`src/rtl/axis_mstr_arb.sv`:
```
`default_nettype none
// +----------------------------------------------------------------------------+
// | axis_mstr_arb                                                              |
// | Packet-locked round-robin merge of four user-project AXI-Stream masters    |
// | into one registered stream. Optional stall watchdog: AXIS_ARB_WDT_EN.      |
// | Revision: 1.0                                                              |
// +----------------------------------------------------------------------------+
module axis_mstr_arb #(
  parameter int pUSER_PROJECT_SIDEBAND_WIDTH = 5,
  parameter int pDATA_WIDTH                  = 32,
  parameter int pWDT_CYCLES                  = 256
) (
  input  logic                                      axis_clk,
  input  logic                                      axis_rst_n,
  input  logic [3:0]                                up_tvalid,
  input  logic [4*pDATA_WIDTH-1:0]                  up_tdata,
  input  logic [7:0]                                up_tuser,
  input  logic [4*pUSER_PROJECT_SIDEBAND_WIDTH-1:0] up_tupsb,
  input  logic [4*(pDATA_WIDTH/8)-1:0]              up_tstrb,
  input  logic [4*(pDATA_WIDTH/8)-1:0]              up_tkeep,
  input  logic [3:0]                                up_tlast,
  output logic [3:0]                                up_tready,
  output logic                                      m_tvalid,
  output logic [pDATA_WIDTH-1:0]                    m_tdata,
  output logic [1:0]                                m_tuser,
  output logic [pUSER_PROJECT_SIDEBAND_WIDTH-1:0]   m_tupsb,
  output logic [pDATA_WIDTH/8-1:0]                  m_tstrb,
  output logic [pDATA_WIDTH/8-1:0]                  m_tkeep,
  output logic                                      m_tlast,
  input  logic                                      m_tready,
  output logic [3:0]                                grant,
  output logic                                      wdt_err
);

  localparam int SB_W   = pUSER_PROJECT_SIDEBAND_WIDTH;
  localparam int STRB_W = pDATA_WIDTH / 8;
  localparam int BEAT_W = pDATA_WIDTH + 2 + SB_W + 2 * STRB_W + 1;

  typedef enum logic [0:0] {
    ST_IDLE = 1'b0,
    ST_PKT  = 1'b1
  } state_t;

  state_t              state_q, state_d;
  logic [1:0]          rr_ptr_q, rr_ptr_d;
  logic [1:0]          owner_q, owner_d;
  logic [3:0]          grant_q, grant_d;
  logic                m_tvalid_q, m_tvalid_d;
  logic [BEAT_W-1:0]   m_beat_q, m_beat_d;

  logic [BEAT_W-1:0]   sel_beat;
  logic                sel_tvalid;
  logic                sel_tlast;
  logic                out_free;
  logic                beat_acc;
  logic [1:0]          pick;
  logic                pick_found;
  logic [1:0]          scan_idx;

  // Owner's fields, flattened in output order
  always_comb begin
    sel_beat = {up_tdata[int'(owner_q)*pDATA_WIDTH +: pDATA_WIDTH],
                up_tuser[int'(owner_q)*2 +: 2],
                up_tupsb[int'(owner_q)*SB_W +: SB_W],
                up_tstrb[int'(owner_q)*STRB_W +: STRB_W],
                up_tkeep[int'(owner_q)*STRB_W +: STRB_W],
                up_tlast[owner_q]};
    sel_tvalid = up_tvalid[owner_q];
    sel_tlast  = up_tlast[owner_q];
  end

  // grant_q is zero in IDLE, so no ready can leak during arbitration
  assign out_free  = !m_tvalid_q || m_tready;
  assign up_tready = grant_q & {4{out_free}};
  assign beat_acc  = |(up_tvalid & up_tready);

  always_comb begin
    pick       = rr_ptr_q;
    pick_found = 1'b0;
    scan_idx   = rr_ptr_q;
    for (int k = 0; k < 4; k++) begin
      scan_idx = rr_ptr_q + 2'(k);
      if (!pick_found && up_tvalid[scan_idx]) begin
        pick       = scan_idx;
        pick_found = 1'b1;
      end
    end
  end

`ifdef AXIS_ARB_WDT_EN
  localparam int CNT_W = (pWDT_CYCLES > 1) ? $clog2(pWDT_CYCLES) : 1;

  logic [CNT_W-1:0] wdt_cnt_q, wdt_cnt_d;
  logic             wdt_err_q, wdt_err_d;
  logic [CNT_W-1:0] wdt_cnt_last;

  assign wdt_cnt_last = CNT_W'(pWDT_CYCLES - 1);
  assign wdt_err      = wdt_err_q;
`else
  logic wdt_unused;

  assign wdt_unused = (pWDT_CYCLES != 0);
  assign wdt_err    = 1'b0;
`endif

  always_comb begin
    state_d  = state_q;
    rr_ptr_d = rr_ptr_q;
    owner_d  = owner_q;
    grant_d  = grant_q;
`ifdef AXIS_ARB_WDT_EN
    wdt_cnt_d = wdt_cnt_q;
    wdt_err_d = 1'b0;
`endif
    unique case (state_q)
      ST_IDLE: begin
        if (pick_found) begin
          state_d = ST_PKT;
          owner_d = pick;
          grant_d = 4'b0001 << pick;
        end
      end
      ST_PKT: begin
        if (beat_acc && sel_tlast) begin
          state_d  = ST_IDLE;
          rr_ptr_d = owner_q + 2'd1;
          grant_d  = 4'b0000;
        end
      end
      default: begin
        state_d = ST_IDLE;
        grant_d = 4'b0000;
      end
    endcase
`ifdef AXIS_ARB_WDT_EN
    // Only cycles with the owner not presenting data count as a stall
    if (state_q == ST_IDLE || beat_acc) begin
      wdt_cnt_d = '0;
    end else if (!sel_tvalid) begin
      if (wdt_cnt_q == wdt_cnt_last) begin
        wdt_cnt_d = '0;
        wdt_err_d = 1'b1;
        state_d   = ST_IDLE;
        rr_ptr_d  = owner_q + 2'd1;
        grant_d   = 4'b0000;
      end else begin
        wdt_cnt_d = wdt_cnt_q + 1'b1;
      end
    end
`endif
  end

  always_comb begin
    m_tvalid_d = m_tvalid_q;
    m_beat_d   = m_beat_q;
    if (beat_acc) begin
      m_tvalid_d = 1'b1;
      m_beat_d   = sel_beat;
    end else if (m_tvalid_q && m_tready) begin
      m_tvalid_d = 1'b0;
    end
  end

  always_ff @(posedge axis_clk or negedge axis_rst_n) begin
    if (!axis_rst_n) begin
      state_q    <= ST_IDLE;
      rr_ptr_q   <= 2'd0;
      owner_q    <= 2'd0;
      grant_q    <= 4'b0000;
      m_tvalid_q <= 1'b0;
      m_beat_q   <= '0;
    end else begin
      state_q    <= state_d;
      rr_ptr_q   <= rr_ptr_d;
      owner_q    <= owner_d;
      grant_q    <= grant_d;
      m_tvalid_q <= m_tvalid_d;
      m_beat_q   <= m_beat_d;
    end
  end

`ifdef AXIS_ARB_WDT_EN
  always_ff @(posedge axis_clk or negedge axis_rst_n) begin
    if (!axis_rst_n) begin
      wdt_cnt_q <= '0;
      wdt_err_q <= 1'b0;
    end else begin
      wdt_cnt_q <= wdt_cnt_d;
      wdt_err_q <= wdt_err_d;
    end
  end
`endif

  assign grant    = grant_q;
  assign m_tvalid = m_tvalid_q;
  assign {m_tdata, m_tuser, m_tupsb, m_tstrb, m_tkeep, m_tlast} = m_beat_q;

endmodule
`default_nettype wire

```
`config.mk`:
```
export PLATFORM = sky130hd
export DESIGN_NAME = axis_mstr_arb
export DESIGN_NICKNAME = d
export VERILOG_FILES = /design/src/rtl/axis_mstr_arb.sv
export SDC_FILE = /design/constraint.sdc
export NUM_CORES = 1
export LEC_CHECK = 0
export CORE_MARGIN = 1.5
export CORE_UTILIZATION = 35
export CTS_CLUSTER_SIZE = 8
export DETAILED_ROUTE_END_ITERATION = 12
export PLACE_DENSITY = 0.9
export SETUP_SLACK_MARGIN = 0.3
export SYNTH_ARGS = -nofsm -noshare
export SYNTH_HDL_FRONTEND = slang
export SYNTH_SLANG_ARGS = --single-unit
```
`constraint.sdc`:
```
create_clock -name axis_clk -period 1.85 [get_ports axis_clk]
set_input_delay 0.555 -clock axis_clk [delete_from_list [all_inputs] [get_ports axis_clk]]
set_output_delay 0.555 -clock axis_clk [all_outputs]
set_load 0.03 [all_outputs]
```
After elaboration in Yosys (flattened, before gate mapping). Cells that the tools add are included.

Bits in registers: 58. Bits in latches: 0. Memory bits (writable): 0. Memory bits (read-only): 0. Input port bits: 199. Output and inout port bits: 58. Logic and storage cells: 67. Memories kept: 0.

Add/subtract/negate cells: 4. Multipliers: 1. Divide/modulo/power cells: 0. $lt $le $gt $ge: 5. Eq/ne operators: 2. Shifts and indexed selects: 6. Muxes and demuxes: 25. Bitwise logic cells: 3. Reduce and logical (&&, ||, !) cells: 15.

Operator list (count): variable part select 128 x 8 -> 32 bit (1); variable part select 16 x 5 -> 4 bit (2); variable part select 20 x 6 -> 5 bit (1); less-than comparator 2 x 3 -> 1 bit (second input constant) (5); two-way mux 1 bit (13); binary-select mux 1 bit (select 2 bit) (5); bitwise AND 4 bit (2); two-way mux 4 bit (2); one-hot mux 4 bit (2 select lines) (1); variable part select 8 x 4 -> 2 bit (1); two-way mux 2 bit (3); AND reduction 2 bit (3); logical AND 1 bit (5); multiplier 2 x 3 -> 5 bit (second input constant) (1); adder 2 x 1 -> 2 bit (second input constant) (2); adder 2 bit (second input constant) (2); logical NOT 1 bit (4); OR reduction 4 bit (1); << shifter 1 x 2 -> 4 bit (first input constant) (1); inequality test 2 x 1 -> 1 bit (second input constant) (1); inequality test 2 bit (second input constant) (1); one-hot mux 1 bit (2 select lines) (1); nonzero test 2 bit (1); logical OR 1 bit (1); inverter 1 bit (1).

Longest topological paths before layout. Gate-level depths: netlist (run 1).

Depth after elaboration: 15. Mapped depth: 5. Mapped depth without buffers: 4.

Least setup slack after synthesis (run 1). No wires, ideal clock.

Kind: input -> register. From: in m_tready. To: reg m_beat_q[0]. Library setup time: 125 ps. Arrival: 1479 ps. Required time: 1725 ps. Slack: 247 ps. Stages on the path: 4. Path buffers: 1. Cell sequence: nand2b_1 -> a21boi_2 -> buf_4 -> mux2_2.

Longest elaborated chain between the ends: 4.

RTL lines: from (decl) (line 30) `input logic m_tready,`; logical OR 1 bit (line 73) `assign out_free = !m_tvalid_q || m_tready;`; bitwise AND 4 bit (line 74) `assign up_tready = grant_q & {4{out_free}};`; bitwise AND 4 bit (line 75) `assign beat_acc = |(up_tvalid & up_tready);`; OR reduction 4 bit (line 75); to (signal assigned) (line 178) `m_beat_q <= m_beat_d;`; to (decl) (line 49) `logic [BEAT_W-1:0] m_beat_q, m_beat_d;`.

No other way between the ends. A chain may end at the register's enable or synchronous reset.

Worst setup path in the final report (run 1).
From: reg m_tvalid_q (netlist: m_tvalid). To: out up_tready[0].

Longest elaborated chain between the ends: 3.

RTL lines: from (decl) (line 48) `logic m_tvalid_q, m_tvalid_d;`; from (signal assigned) (line 177) `m_tvalid_q <= m_tvalid_d;`; logical NOT 1 bit (line 73); logical OR 1 bit (line 73); bitwise AND 4 bit (line 74); to (decl) (line 22) `output logic [3:0] up_tready,`.

No other way between the ends.

==> reports/summary.md, run 1 <==
After routing the design area is 6790 µm². Dividing the final minimum period by the clock period gives 90.2%. The worst endpoint data arrival time is 1110 ps, and the final routed wirelength across all metal layers is 12,900 µm. The number of fill cells in the layout is 698. Flip-flop and latch count after synthesis: 58. The share of total power dissipated in combinational logic is 67.7%. The global-route usage over all layers is 22.6%, and the number of global-route vias before repair is 3,629.

Port buffering added 255 buffers. Nature of the critical path endpoint: a primary output. The prevailing post-synth register cell was sky130_fd_sc_hd__dfrtp_1. The tools report the final worst hold slack as 222 ps. The leakage dissipation came out at 2.84 nW. Setup violations remaining at the end of the flow were counted as 0.

The cell area that synthesis handed to floorplanning was 3530 µm². The area growth from synthesis to layout is 92.3%. Wire length per cell: 19.9 µm. In this run the count of I/O pins placed on the die edge is 257. Based on the critical path, the design can be clocked at up to 599 MHz. In the post-route analysis, the smallest setup slack over all paths is 182 ps.

The worst setup path is of the reg -> out kind. For this run, the post-layout net count is 707. The count of nets left with antenna violations once routing finished came out at 0. For this design the total switching power over the nets is 4.34 mW. The total overflow left after global routing is 0.

VDD sags by at most 875 µV. The number of antenna violations at the first check in global routing was 1; the initial core utilization was 36.1%. Violation count after the first detailed-routing iteration: 54. The tools report the launching element type of the critical path as a flip-flop. Count of clock tree sinks: 58. The die boundary width came out at 103 µm. Counting every instance in the synthesized netlist gives 217. For the total number of yosys warnings, the log shows 0. The share of total power consumed by net switching came out at 39.3%.

Routability-driven placement finished with a final weighted congestion of 0.844. The core outline area was 9770 µm²; the clock transition at the registers of the reported paths was 60 ps. For this run, the detailed router's first-pass iteration total came to 4. Sequential cells burn 21.5% of the power. The clock passes through at most 2 buffers.

The first global-routing pass estimated 17,900 µm of wire. Total negative slack: 0 ps. The worst path in the final design needs a cycle of 1670 ps, including I/O delays and setup. Registers take 1460 µm². The area enclosed by the die boundary is 10,700 µm².

Of all nets on the critical path, the largest fanout is 5. Power spread over the standard cell area amounts to 1630 nW/µm². The internal power of the cells totals 6.71 mW. The H-tree depth was 3.

The library cell used as clock root buffer is sky130_fd_sc_hd__clkbuf_8. The tools report the final routed DRC violation total as 0. For the total count of hold-check failures in the final report, the log shows 0. Once detailed placement completed, the half-perimeter wirelength came to 9110 µm. In the final layout, the multi-input gates occupy 2060 µm².

In this run the core area contains 36 standard-cell rows. At the placement stage, the worst setup path has a slack of -381 ps. The run gives 9 as the CTS buffer count.

In this run, the clock network consumes 10.8% of the power. In this run the worst hold path is classified as in -> async. The logs give 0 for the max-slew violation total from the final report and 59 for the maximum number of pins on one net before global-route repair.

In this run the vertical extent of the chip is 103 µm. The post-detailed-route via-to-cell ratio came out at 5.14. The design draws 11.1 mW. The number of different library cells used by synthesis comes to 35. Counting flops with an async set or reset pin after synthesis yields a share of 100%. The proportion of layout cells with a drive suffix above 1 was 45.9%.

For the worst-skew pair, the clock arrives at the later sink with an insertion delay of 320 ps. The net count of the mapped netlist was 416; the quantity of hold-fixing buffers added after cts was 0. Of the synthesized area, sequential elements account for 41.1%.

The run gives 1290 ps as the required time of the worst setup path. The flow ran to the end, and the final reports show no timing, DRC or antenna violations. Setup repair after global routing could not meet its margin everywhere.

Detailed routing inserted a total of 3,320 vias. Max-cap violations in this run came to 0. The maximum clock skew at final layout is 9.01 ps, and the total placed instance area is 6290 µm². TritonCTS built the clock tree. The number of synthesized flops with an enable pin works out to 0. Averaged over all synthesized cells, the footprint is 16.3 µm².
## metrics by stage
stage	instances	utilization [%]
3_3_place_gp	602	64.3
5_1_grt	646	69.5
2_1_floorplan	217	-
6_report	646	69.5
3_5_place_dp	602	64.3
4_1_cts	637	67.5
## worst paths after layout
path | startpoint | end | slack [ps] | cells after the start
max reg2reg | owner_q[0]$_DFFE_PN0P_ | m_beat_q[37]$_DFFE_PN0P_ | 190 | 4
max in group asynchronous | axis_rst_n | owner_q[1]$_DFFE_PN0P_ | 1320 | 2
max | m_tvalid$_DFFE_PN0P_ | up_tready[0] | 180 | 3
min reg2reg | m_beat_q[25]$_DFFE_PN0P_ | m_beat_q[25]$_DFFE_PN0P_ | 500 | 1
min | axis_rst_n | m_beat_q[31]$_DFFE_PN0P_ | 220 | 2
min in group axis_clk | m_beat_q[25]$_DFFE_PN0P_ | m_beat_q[25]$_DFFE_PN0P_ | 500 | 1
## sequential cells by signal, indices dropped and copies added (netlist names)
| register | flops |
|---|---|
| grant | 4 |
| m_beat_q | 48 |
| m_tvalid | 1 |
| owner_q | 2 |
| rr_ptr_q | 2 |
| state_q | 1 |
## worst max-delay path: stages, from the launching register on
cell                       delay (ps)
sky130_fd_sc_hd__dfrtp_1          410
sky130_fd_sc_hd__nand2b_4         110
sky130_fd_sc_hd__and2_4           150
sky130_fd_sc_hd__buf_6            130
## area by class of cell
cell class	count	share of cell area, %
Clock buffer	13	2.49
Timing Repair Buffer	298	42.5
Clock inverter	2	0.516
Inverter	3	0.166
Antenna cell	1	0.0368
Multi-Input combinational cell	138	30.3
Sequential cell	58	21.5
Tap cell	133	2.45
## timing repair
action,in CTS,in global routing
endpoints found under the setup margin,114,66
pin swaps,6,9
setup buffers,15,4
gates cloned,5,4
resized for setup,310,38
## synthesized netlist by cell type (all sizes together), types with 3 or more instances
cell type	count	share of area (%)
dfrtp	58	41
mux2	49	16
mux4	48	31
buf	15	3.8
and2	4	0.71
a21oi	3	0.42
clkbuf	3	0.32
inv	3	0.32
nand2	3	0.32
nand3	3	0.57
## cells by family after synthesis
group / count (synthesis) / synth area share (%)
xor gates and xnor gates: 1 / 0.248
and+or+nand+nor: 20 / 3.26
DFF: 58 / 41.1
buffers and inverters: 21 / 4.39
other: 1 / 0.106
muxes: 99 / 46.8
AOI/OAI and AO/OA: 17 / 4.11
## cell usage in the layout (no fill, tap or decap), drive strengths merged, types with 2 or more instances in the layout
cell           synthesis  layout
clkdlybuf4s50          0     188
buf                   15     100
dfrtp                 58      58
mux2                  49      49
mux4                  48      48
clkbuf                 3      19
and2                   4       4
dlygate4sd2            0       4
inv                    3       3
nand2                  3       3
a21oi                  3       3
nand3                  3       3
a22oi                  2       2
mux2i                  2       2
nor2b                  2       2
nor2                   2       2
a22o                   2       2
o2bb2ai                2       2
a21boi                 2       2
o21ai                  2       2
## power groups by stage
| stage | Combinational [mW] | Clock, mW | Sequential [mW] |
|---|---|---|---|
| 2_1_floorplan | 3.09 | 0 | 3.44 |
| 3_3_place_gp | 6.31 | 0 | 2.35 |
| 3_5_place_dp | 6.49 | 0 | 2.39 |
| 4_1_cts | 6.92 | 1.23 | 2.35 |
| 5_1_grt | 7.89 | 1.28 | 2.45 |
| 6_report | 7.48 | 1.19 | 2.38 |
## metal layers
| metal | share of wire, % | up-vias | GRT usage, % |
|---|---|---|---|
| met5 | 0 | - | 0 |
| met3 | 8.2 | 19 | 6.25 |
| met1 | 35 | 1668 | 22.9 |
| met2 | 55 | 178 | 43.8 |
| li1 | - | 1455 | - |
| met4 | 1.8 | 0 | 8.32 |
Note: power is estimated with default switching activity, not from simulation.
==> run 2, diff against run 1 <==
RECOVER_POWER = 100   (was unset)
==> run 2 against run 1 <==
Sequential share of layout area grew 0.48 points. Critical path type is now reg -> reg. Largest cell class unchanged. Combinational power down 5.7%. Total power is 3.9% lower. Critical endpoint is now m_beat_q[38]$_DFFE_PN0P_. Fmax shrank 3.5%. Critical path depth grew 4.
==> reports/summary.md, run 2 (synthesized netlist as in run 1, its figures left out) <==
The number of global-route vias before repair is 3,629. STA classifies the critical path endpoint as a flip-flop. TritonCTS built the clock tree.

Routability-driven placement finished with a final weighted congestion of 0.844. The CTS buffer count is 9, and the proportion of layout cells with a drive suffix above 1 is 32.6%. For this design the ratio of total power to cell area is 1600 nW/µm². The tightest min-delay check is of the in -> async type.

The placed cell count came out at 602. For the final database, setup skew stands at 9.96 ps. The tools report the area enclosed by the die boundary as 10,700 µm². For the max-slew violation total from the final report, the log shows 0. The highest metal layer carrying signal wires in the routed design is met4. The maximum clock rate was 579 MHz; the total grt overflow was 0. In the layout the commonest cells are 188 x sky130_fd_sc_hd__clkdlybuf4s50_1, 56 x sky130_fd_sc_hd__clkbuf_1, 55 x sky130_fd_sc_hd__dfrtp_1, 48 x sky130_fd_sc_hd__mux4_2, 27 x sky130_fd_sc_hd__mux2_2. Setup repair after global routing could not meet its margin everywhere.

The post-detailed-route via-to-cell ratio came out at 5.11. The count of clock tree sinks is 58, and the final routed wirelength across all metal layers is 12,900 µm. After routing the design area is 6640 µm².

The detailed router put a total of 4430 µm of wire on met1. Largest register by flop count: m_beat_q. The flow ran to the end, and the final reports show no timing, DRC or antenna violations.

The library cell used most frequently in the layout, excluding fill and tap cells, is sky130_fd_sc_hd__clkdlybuf4s50_1. The first global-routing pass estimated 17,900 µm of wire. The logs give 1 for the number of antenna violations at the first check in global routing and 1460 µm² for the sequential cell area.

Dividing the final minimum period by the clock period gives 93.4%. Data on the critical path is required at its endpoint by 2050 ps. The library cell used as clock root buffer was sky130_fd_sc_hd__clkbuf_8.

The finished layout holds 646 standard cells, fillers aside. The number of flip-flops under the largest register name was 48; the die boundary width was 103 µm. At the worst endpoint, the arrival time is 1930 ps. For this run, design rule violations remaining after detail routing come to 0. For the initial core utilization, the log shows 36.1%.

In this run the remaining antenna-violating nets after routing total 0. The critical path start-end classification was reg -> reg. H-tree depth: 3. The highest net fanout along the worst path was 7; the maximum number of pins on one net before global-route repair was 59. The total placed instance area came out at 6290 µm². The logs give 7140 µm for the detailed-routed wire length on met2 and 831 µV for the maximum ir drop on the vdd rail. Max-cap violation count: 0. In this run the static leakage power is 2.64 nW.

The total via count in the routed design was 3,301; the final worst hold slack was 274 ps. The later pin in the worst-skew pair is clocked with a latency of 320 ps. The layout overhead on the synthesized area came out at 88.0%. After floorplanning, the core was sized to cover 9770 µm². The logs give 0 for the final-report setup violation count and 0 for the total count of hold-check failures in the final report. From bottom edge to top edge, the die measures 103 µm. The violation count after the first detailed-routing iteration was 47. The first detailed-routing pass ran for 4 iterations.

Summed over all nets, the half-perimeter wirelength after detailed placement is 9110 µm. STA classifies the critical path startpoint as a flip-flop. The final-stage net count is 707, and the number of fill cells in the layout is 742. The minimum clock period is 1730 ps. After clock tree synthesis, the clock-pin slew on the worst setup and hold paths is 60 ps. The standard-cell row count is 36.

The global-route usage over all layers came out at 22.6%. The multi-input combinational cells in the finished layout cover a total of 2010 µm². Buffers placed on the I/O ports in this run total 255. The run gives 1070 µm as the met3 wire length.

The number of I/O pins is 257, and the number of buffers on the longest clock path is 2. After detailed routing, the average wire length per cell comes to 19.9 µm.
==> run 2: per-stage QoR <==
step | power [mW] | setup slack (ps) | utilization (%) | setup TNS (ps)
after global placement | 8.66 | -314 | 64.3 | -16530
final | 10.6 | 122 | 67.9 | 0
after CTS | 10.5 | 167 | 67.5 | 0
after global routing | 11.2 | 61.2 | 67.9 | 0
after floorplan | 6.53 | 277 | - | 0
after detailed placement | 8.89 | -381 | 64.3 | -20070
==> run 2: path summary, 6_finish.rpt <==
kind | cells after the start | startpoint | slack (ps) | endpoint
worst max-delay path | 7 | m_tvalid$_DFFE_PN0P_ | 120 | m_beat_q[38]$_DFFE_PN0P_
worst max register to register | 7 | m_tvalid$_DFFE_PN0P_ | 120 | m_beat_q[38]$_DFFE_PN0P_
max in group asynchronous | 2 | axis_rst_n | 1280 | owner_q[1]$_DFFE_PN0P_
worst min register to register | 1 | m_beat_q[42]$_DFFE_PN0P_ | 500 | m_beat_q[42]$_DFFE_PN0P_
min in group axis_clk | 1 | m_beat_q[42]$_DFFE_PN0P_ | 500 | m_beat_q[42]$_DFFE_PN0P_
worst min-delay path | 2 | axis_rst_n | 270 | m_beat_q[31]$_DFFE_PN0P_
==> run 2: cell type report <==
type	count	area share, %
timing repair buffer	298	42.0
multi-input combinational	138	30.2
sequential	58	22.0
clock buffer	13	2.54
tap	133	2.51
clock inverter	2	0.528
inverter	3	0.170
antenna	1	0.0377
==> run 2: what timing repair did <==
item | in CTS | in global routing
hold buffers | 0 | 0
gates resized for setup | 310 | 38
pin swaps | 6 | 9
cloned | 5 | 4
setup endpoints to repair | 114 | 66
setup buffers | 15 | 4
==> run 2: power breakdown <==
group	switching, mW	internal (mW)
Sequential	0.436	1.95
Clock	0.465	0.724
Combinational	3.40	3.65
==> run 2: per-layer routing <==
layer  GRT usage [%]  vias to the layer above
met5               0                        -
met1            22.9                     1648
met3            6.25                       18
met4            8.32                        0
met2            43.8                      179
li1                -                     1456
==> run 2: critical path, stage by stage, from the launching register on <==
cell	delay (ps)
sky130_fd_sc_hd__dfrtp_1	410
sky130_fd_sc_hd__nand2b_4	110
sky130_fd_sc_hd__buf_6	100
sky130_fd_sc_hd__a21boi_2	230
sky130_fd_sc_hd__clkbuf_1	160
sky130_fd_sc_hd__buf_8	140
sky130_fd_sc_hd__buf_16	130
sky130_fd_sc_hd__mux2_2	330
